[src/rtl/monitor_3lanpc.sv]
// Gate-feedback monitor for one 3L-ANPC leg: level reconstruction, transition timing, fault latching.
module monitor_3lanpc #(
  parameter int unsigned SYNC_STG = 2,
  parameter int unsigned FILT_W   = 4
) (
  input  logic              clk,
  input  logic              rst,
  input  logic              ce,
  input  logic              s_1,
  input  logic              s_2,
  input  logic              s_3,
  input  logic              s_4,
  input  logic              s_5,
  input  logic              s_6,
  input  logic [FILT_W-1:0] t_filt,
  input  logic [7:0]        t_dt_max,
  input  logic              fault_clr,
  output logic [1:0]        v_lev_meas,
  output logic              lev_valid,
  output logic [7:0]        dt_last,
  output logic              dt_strobe,
  output logic              fault_short,
  output logic              fault_dt,
  output logic              fault
);

  localparam logic [1:0]        LEV_N    = 2'd0;
  localparam logic [1:0]        LEV_O    = 2'd1;
  localparam logic [1:0]        LEV_P    = 2'd2;
  localparam logic [1:0]        LEV_NONE = 2'd3;
  localparam logic [FILT_W-1:0] STAB_ONE = FILT_W'(1);
  localparam logic [FILT_W-1:0] STAB_MAX = '1;

  typedef enum logic [1:0] {INIT, STABLE, TRANS, FAULT} state_t;

  state_t            state_q, state_d;
  logic [5:0]        sync_q [SYNC_STG];
  logic [5:0]        ss;
  logic [1:0]        cls, cls_q;
  logic              sc, acc;
  logic [FILT_W-1:0] stab_cnt;
  logic [7:0]        dt_cnt, dt_cnt_d, dt_last_d;
  logic [1:0]        lev_d;
  logic              valid_d, strobe_d, fs_d, fd_d;

  always_ff @(posedge clk) begin
    if (rst) begin
      for (int unsigned i = 0; i < SYNC_STG; i++) sync_q[i] <= '0;
    end else begin
      sync_q[0] <= {s_1, s_2, s_3, s_4, s_5, s_6};
      for (int unsigned i = 1; i < SYNC_STG; i++) sync_q[i] <= sync_q[i-1];
    end
  end

  assign ss = sync_q[SYNC_STG-1];

  always_comb begin
    logic q1, q2, q3, q4, q5, q6;
    {q1, q2, q3, q4, q5, q6} = ss;
    cls = LEV_NONE;
    if (q1 && q2 && !q3 && !q4)                      cls = LEV_P;
    else if (q3 && q4 && !q1 && !q2)                 cls = LEV_N;
    else if (((q2 && q5) || (q3 && q6)) && !q1 && !q4) cls = LEV_O;
    sc = (q1 && q5) || (q4 && q6) || (q1 && q2 && q3 && (q4 || q6)) || (q2 && q3 && q4 && q5);
  end

  // Acceptance needs cls unchanged since last clk, so a fresh level never uses a stale count.
  assign acc = ce && (cls != LEV_NONE) && (cls == cls_q) && (stab_cnt >= t_filt);

  always_ff @(posedge clk) begin
    if (rst) begin
      cls_q    <= LEV_NONE;
      stab_cnt <= '0;
    end else begin
      cls_q <= cls;
      if (cls != cls_q)                   stab_cnt <= '0;
      else if (ce && stab_cnt != STAB_MAX) stab_cnt <= stab_cnt + STAB_ONE;
    end
  end

  always_comb begin
    state_d   = state_q;
    lev_d     = v_lev_meas;
    valid_d   = lev_valid;
    dt_cnt_d  = dt_cnt;
    dt_last_d = dt_last;
    strobe_d  = 1'b0;
    fs_d      = fault_short;
    fd_d      = fault_dt;
    unique case (state_q)
      INIT: begin
        if (acc) begin
          lev_d   = cls;
          valid_d = 1'b1;
          state_d = STABLE;
        end
      end
      STABLE: begin
        if (cls != v_lev_meas) begin
          dt_cnt_d = '0;
          valid_d  = 1'b0;
          state_d  = TRANS;
        end
      end
      TRANS: begin
        if (acc) begin
          dt_last_d = dt_cnt;
          strobe_d  = 1'b1;
          lev_d     = cls;
          valid_d   = 1'b1;
          state_d   = STABLE;
        end else if (t_dt_max != '0 && dt_cnt >= t_dt_max) begin
          fd_d    = 1'b1;
          lev_d   = LEV_NONE;
          valid_d = 1'b0;
          state_d = FAULT;
        end else if (ce && dt_cnt != '1) begin
          dt_cnt_d = dt_cnt + 8'd1;
        end
      end
      FAULT: begin
        lev_d   = LEV_NONE;
        valid_d = 1'b0;
        if (fault_clr && !sc) begin
          fs_d    = 1'b0;
          fd_d    = 1'b0;
          state_d = INIT;
        end
      end
      default: state_d = INIT;
    endcase
    // Short overrides whatever the state logic decided this clk.
    if (sc) begin
      fs_d      = 1'b1;
      lev_d     = LEV_NONE;
      valid_d   = 1'b0;
      strobe_d  = 1'b0;
      dt_last_d = dt_last;
      state_d   = FAULT;
    end
  end

  always_ff @(posedge clk) begin
    if (rst) begin
      state_q     <= INIT;
      v_lev_meas  <= LEV_NONE;
      lev_valid   <= 1'b0;
      dt_cnt      <= '0;
      dt_last     <= '0;
      dt_strobe   <= 1'b0;
      fault_short <= 1'b0;
      fault_dt    <= 1'b0;
      fault       <= 1'b0;
    end else begin
      state_q     <= state_d;
      v_lev_meas  <= lev_d;
      lev_valid   <= valid_d;
      dt_cnt      <= dt_cnt_d;
      dt_last     <= dt_last_d;
      dt_strobe   <= strobe_d;
      fault_short <= fs_d;
      fault_dt    <= fd_d;
      fault       <= fs_d | fd_d;
    end
  end

endmodule

[config.mk]
export PLATFORM = sky130hd
export DESIGN_NAME = monitor_3lanpc
export DESIGN_NICKNAME = d
export VERILOG_FILES = /design/src/rtl/monitor_3lanpc.sv
export SDC_FILE = /design/constraint.sdc
export NUM_CORES = 1
export LEC_CHECK = 0
export BUFFER_PORTS_ARGS = -buffer_cell sky130_fd_sc_hd__clkbuf_2
export CELL_PAD_IN_SITES_DETAIL_PLACEMENT = 1
export CELL_PAD_IN_SITES_GLOBAL_PLACEMENT = 2
export CORE_MARGIN = 4
export CORE_UTILIZATION = 36
export CTS_BUF_LIST = sky130_fd_sc_hd__clkbuf_8
export DETAILED_ROUTE_END_ITERATION = 12
export GPL_TIMING_DRIVEN = 0
export PLACE_DENSITY = 0.91
export SYNTH_ARGS = -nofsm -noshare
export SYNTH_HDL_FRONTEND = slang
export SYNTH_SLANG_ARGS = --single-unit
[constraint.sdc]
create_clock -name clk -period 2.75 [get_ports clk]
set_input_delay 0.55 -clock clk [delete_from_list [all_inputs] [get_ports clk]]
set_output_delay 0.55 -clock clk [all_outputs]
set_load 0.005 [all_outputs]
**Yosys cells after proc, flatten, opt, wreduce, memory -nomap -nowiden**

Memories as Yosys holds them, arrays and structs flattened.
Index checks and enable logic that the tools add are counted.

- Bits in writable memories: 12
- Bits in latches: 0
- Output and inout bits: 15
- Bits in read-only memories: 0
- Memories kept: 1
- Bits in registers: 31
- Bits of input ports: 22
- Word-level logic and storage cells: 122

Memory list:

| name | depth | bits a word | read ports | clocked after Yosys merged registers in | wr ports | line | source |
|---|---|---|---|---|---|---|---|
| sync_q | 2 | 6 | 2 | 0 | 2 | 37 | `logic [5:0] sync_q [SYNC_STG];` |

- Bitwise operators: 5
- Equality and inequality tests: 19
- $add $sub $neg: 2
- Divide/modulo/power cells: 0
- Shift-type cells: 0
- Mux-type cells: 36
- Magnitude comparators: 2
- Reductions and logical operators: 46
- $mul: 0

Operators by type and width:

| kind | number |
|---|---|
| two-way mux 8 bit | 4 |
| logical AND 1 bit | 24 |
| two-way mux 2 bit | 11 |
| case mux 8 bit (2 select lines) | 1 |
| two-way mux 1 bit | 14 |
| two-way mux 6 bit | 2 |
| inequality test 2 bit, second input constant | 6 |
| inequality test 3 bit, second input constant | 4 |
| AND reduction 3 bit | 3 |
| adder 8 x 1 -> 8 bit, second input constant | 1 |
| greater-or-equal comparator 8 bit | 1 |
| inequality test 4 bit, second input constant | 2 |
| inequality test 8 bit, second input constant | 1 |
| case mux 2 bit (4 select lines) | 1 |
| nonzero test 8 bit | 1 |
| case mux 2 bit (3 select lines) | 1 |
| zero test 1 bit | 5 |
| logical OR 1 bit | 5 |
| AND reduction 5 bit | 1 |
| adder 4 x 1 -> 4 bit, second input constant | 1 |
| == test 2 bit, second input constant | 2 |
| greater-or-equal comparator 4 bit | 1 |
| inequality test 2 bit | 2 |
| case mux 1 bit (4 select lines) | 1 |
| other kinds (11) | 15 |

**Logic depth before layout (Yosys ltp)**

- Depth after elaboration: 14
- Mapped depth: 9
- Depth with buffers taken out: 8

**Worst setup path after synthesis**

Ideal clock, no wire load.

- Kind: input to register
- From: input t_dt_max[0]
- To: register dt_cnt[6]
- Library setup time: 0.072 ns
- Data required time: 2.678 ns
- Data arrival time: 2.382 ns
- Slack: 0.297 ns
- Stages on the path: 7
- Path buffers: 0
- Path through: ha_1 nand2b_1 a2111oi_0 o32a_2 o211ai_4 a2111oi_4 mux2i_1

- Cells in the longest elaborated chain, start to end: 4
- Elaborated cells between the ends (all ways): 5
- Those cells by class: 1 x order compare; 1 x eq/ne; 3 x reduce/logical

RTL lines:

| element | line | source |
|---|---|---|
| from (decl) | 16 | `input logic [7:0] t_dt_max,` |
| greater-or-equal comparator 8 bit / nonzero test 8 bit (equally long branches) | 112 | `end else if (t_dt_max != '0 && dt_cnt >= t_dt_max) begin` |
| logical AND 1 bit (*) | 112 |  |
| inequality test 2 bit (no source line) (*) | - |  |
| AND reduction 5 bit (no source line) (*) | - |  |
| to (signal assigned) | 158 | `dt_cnt <= dt_cnt_d;` |
| to (decl) | 42 | `logic [7:0] dt_cnt, dt_cnt_d, dt_last_d;` |

Mark *: on every way between the ends. The rest lies on a longest branch, timed or not.
A chain may end at the register's enable or synchronous reset.

**Worst setup path after layout**

- From: register dt_cnt[0]
- To: register dt_cnt[6]

- Cells in the longest elaborated chain, start to end: 5
- Elaborated cells between the ends (all ways): 12
- Those cells by class: 1 x add/sub; 1 x order compare; 3 x eq/ne; 4 x mux; 3 x reduce/logical

RTL lines:

| element | line | source |
|---|---|---|
| adder 8 x 1 -> 8 bit | 118 | `dt_cnt_d = dt_cnt + 8'd1;` |
| two-way mux 8 bit | 117 | `end else if (ce && dt_cnt != '1) begin` |
| two-way mux 8 bit | 112 |  |
| two-way mux 8 bit | 106 | `if (acc) begin` |
| case mux 8 bit (2 select lines) | 90 | `unique case (state_q)` |

Parallel ways exist; a longest one is shown, timed or not. The select of a mux whose other input is x is not followed.

==> summary.md <==
| Metric | Value |
|---|---|
| Buf/Inv on CP | `1` |
| # clock sinks | `43` |
| Kind of cell adding the most delay to the critical path | `compound AO/OA/AOI/OAI gates` |
| Hold WC Path Type | `reg2reg` |
| Syn Nets | `278` |
| R2R cell count | `8` |
| FF-to-FF Start | `dt_cnt[0]` |
| FP Rows | `28` |
| Min cycle time layout | `2.649 ns` |
| Overall routing resource usage | `15.29%` |
| Achievable frequency | `0.3775 GHz` |
| Worst skew pair latency | `0.29 ns` |
| Vias | `1918` |
| Crit path capture type | `register` |
| Initial antenna violation count | `0` |
| Total grt overflow | `0` |
| N_diodes | `0` |
| R2R setup slack | `0.10 ns` |
| First-pass detailed-route iteration total | `4` |
| Worst Tran Pin Value | `0.5625 ns` |
| Die X | `87.36 um` |
| Share of layout cells above drive strength 1 | `20.63%` |
| Worst EP arrival | `2.88 ns` |
| Initial Util | `37.62%` |
| H-tree depth | `2` |
| Inst Count DP | `353` |
| Synth top area share | `37.97%` |
| Synth top area cells | `dfxtp_1 38%, ha_1 7.7%, mux2i_1 6.6%, nor2b_1 4.1%, nand2b_1 3.0%` |
| Post-DP HPWL | `4283 um` |
| Max incr delay on CP | `0.56 ns` |
| Crit path launch type | `register` |
| Worst Path Required | `2.98 ns` |
| Wire length per cell | `15.33 um` |
| Worst VDD drop | `0.0003051 V` |
| Final setup violation count | `0` |
| Floorplan core area | `0.006026 mm^2` |
| CP Max Fanout | `9` |
| NumNets Final | `321` |
| Cells after Synth | `242` |
| Post-Route WL | `5533 um` |
| DRC | `0` |
| Slew HR | `61.53%` |
| Worst R2R End | `dt_cnt[6]` |
| Syn avg cell area | `9.368 um^2` |
| Max Cap Viol | `0` |
| Die area | `0.007632 mm^2` |
| Post-CTS Setup Bufs | `0` |
| Post-synth top area cell | `dfxtp_1` |
| Vias/cell | `5.313` |
| RePlAce Congestion | `0.7516` |
| Global-route wire length before repair | `9252 um` |
| Hold Startpoint | `sync_q[0][1]` |
| Final clock skew | `0.003943 ns` |
| Pwr dens | `480.7 mW/mm^2` |
| Post-synth top cells | `43 x dfxtp_1, 17 x inv_1, 17 x nor2_1, 16 x nand2_1` |
| Hold depth | `1` |
| Crit Path Class | `reg2reg` |
| Post-synth EDFFs | `0` |
| I/O Buffers | `36` |
| Die Ht | `87.36 um` |
| Run status | `finished clean` |
| Fin. max-slew vios | `0` |
| DRT antenna net count | `0` |
| Clock-pin slew on the worst setup and hold paths | `0.08 ns` |
| Slowest-stage cell, CP | `a2111oi_1` |
| Main synth FF type | `dfxtp_1` |
| Synthesis Warnings | `0` |
| Num CTS Buffers | `5` |
| Longest Clk Path Bufs | `2` |
| Seq/Total Area, Yosys | `37.97%` |
| Most frequent cell after synthesis | `dfxtp_1` |
| Hold Vio Cnt, Final | `0` |
| Cell Count, Final, Fillers Out | `361` |
| Fin util | `44.23%` |
| Tcrit/Tclk final | `96.33%` |
| Yosys cell types | `54` |
| FFs w/ async S/R, synth | `0%` |
| Final Power | `0.001281 W` |
| LEAKAGE | `1.099 nW` |
| RSZ-0062 raised after global routing | `no` |
| CTS tree | `built` |
| Pin count of the biggest net entering global routing | `15` |
| Cell Area, Synth | `0.002267 mm^2` |
| Initial DRC Count | `92` |
| Layout area overhead | `17.55%` |
| CTS Root Buffer Type | `clkbuf_8` |
| Synth Register Bits | `43` |
| Placed inst area | `0.002541 mm^2` |
| Worst hold endpoint | `sync_q[0][7]` |
| I/O pins | `37` |
| Post-route cell area | `0.002665 mm^2` |
| Crit-path cells | `inv_1 -> ha_1 -> nand2b_1 -> a2111oi_1 -> o32a_2 -> o211ai_4 -> a2111oi_4 -> mux2i_1` |
| Vias in the first global route | `1940` |
## flip-flops by register name (all words and copies together) (netlist names), 2 cells and up
register	cells
v_lev_meas	2
sync_q	12
stab_cnt	4
state_q	2
dt_last	8
dt_cnt	8
cls_q	2
## timing repair
action	in CTS	in global routing
hold buffers	0	0
gates resized for setup	1	1
setup endpoints to repair	1	1
endpoints found under the hold margin	0	0
## cell families (layout without fill, tap and decap cells)
kind of cell / after synthesis / in the layout / share of synthesized area, %
AOI/OAI and AO/OA: 54 / 54 / 19.48
xor gates and xnor gates: 3 / 3 / 1.159
adders and majority gates: 14 / 14 / 7.726
buffers and inverters: 23 / 67 / 4.304
DFF: 43 / 43 / 37.97
muxes: 15 / 15 / 6.622
and+or+nand+nor: 90 / 90 / 22.74
## layout make-up
cell class                 instances  area, um^2
multi-input combinational        176        1311
buffer                             6       33.78
sequential                        43       860.8
fill                             738        3361
clock buffer                       6       82.58
timing repair buffer              36       180.2
clock inverter                     2       38.79
inverter                          17       63.81
tap                               75       93.84
## how the worst max path moves through the flow
| stage | end | startpoint | slack (ns) | cells after the start |
|---|---|---|---|---|
| 5_1_grt | state_q[0] | dt_cnt[0] | 0.0008 | 8 |
| 3_3_place_gp | state_q[0] | t_dt_max[0] | -0.03 | 8 |
| 2_1_floorplan | dt_cnt[6] | t_dt_max[0] | 0.30 | 7 |
| 3_5_place_dp | state_q[0] | t_dt_max[0] | -0.12 | 8 |
| 4_1_cts | state_q[0] | dt_cnt[0] | 0.09 | 8 |
| 6_report | dt_cnt[6] | dt_cnt[0] | 0.10 | 8 |
## report_power, final
| group | total (W) | switching (W) | internal [W] |
|---|---|---|---|
| combinational | 0.000106 | 0.0000589 | 0.0000469 |
| clock | 0.000527 | 0.000228 | 0.000299 |
| sequential | 0.000649 | 0.0000126 | 0.000636 |
| total | 0.00128 | 0.000299 | 0.000982 |
## metrics by stage
step | hold WS, ns | setup WS [ns] | setup TNS [ns]
2_1_floorplan | 0.4138 | 0.2968 | 0
3_5_place_dp | 0.4258 | -0.1220 | -0.2836
4_1_cts | 0.4465 | 0.09415 | 0
6_report | 0.4413 | 0.1008 | 0
5_1_grt | 0.4543 | 0.0008415 | 0
3_3_place_gp | 0.4197 | -0.03011 | -0.04156
## layer usage
metal	track usage [%]	wire length, um	share of wire, %
met1	19.80	2640	48
met4	6.137	95	1.7
met2	24.52	2637	48
met5	0	0	0
met3	3.406	160	2.9
## placed cells by master (no fill, tap or decap), drive strengths merged, types with 2 or more instances in the layout
| cell type | n |
|---|---|
| clkbuf | 46 |
| o211ai | 2 |
| dfxtp | 43 |
| nand4bb | 2 |
| nand2b | 11 |
| o32ai | 3 |
| a2111oi | 5 |
| and3 | 5 |
| nor2b | 15 |
| xnor2 | 3 |
| or2 | 3 |
| nor2 | 17 |
| or4 | 2 |
| o21ai | 6 |
| o21a | 3 |
| mux2i | 15 |
| ha | 14 |
| nand2 | 16 |
| o22ai | 2 |
| nand3 | 8 |
| buf | 2 |
| inv | 18 |
| nor3 | 4 |
| a21oi | 14 |
| a211oi | 6 |
| nor4 | 2 |
## worst register-to-register path, stage by stage (launching register included)
cell and delay, ns:
dfxtp_1 0.42, inv_1 0.11, ha_1 0.27, nand2b_1 0.15, a2111oi_1 0.56, o32a_2 0.29
o211ai_4 0.17, a2111oi_4 0.41, mux2i_1 0.21
No activity file was read; power rests on OpenSTA's default activity.
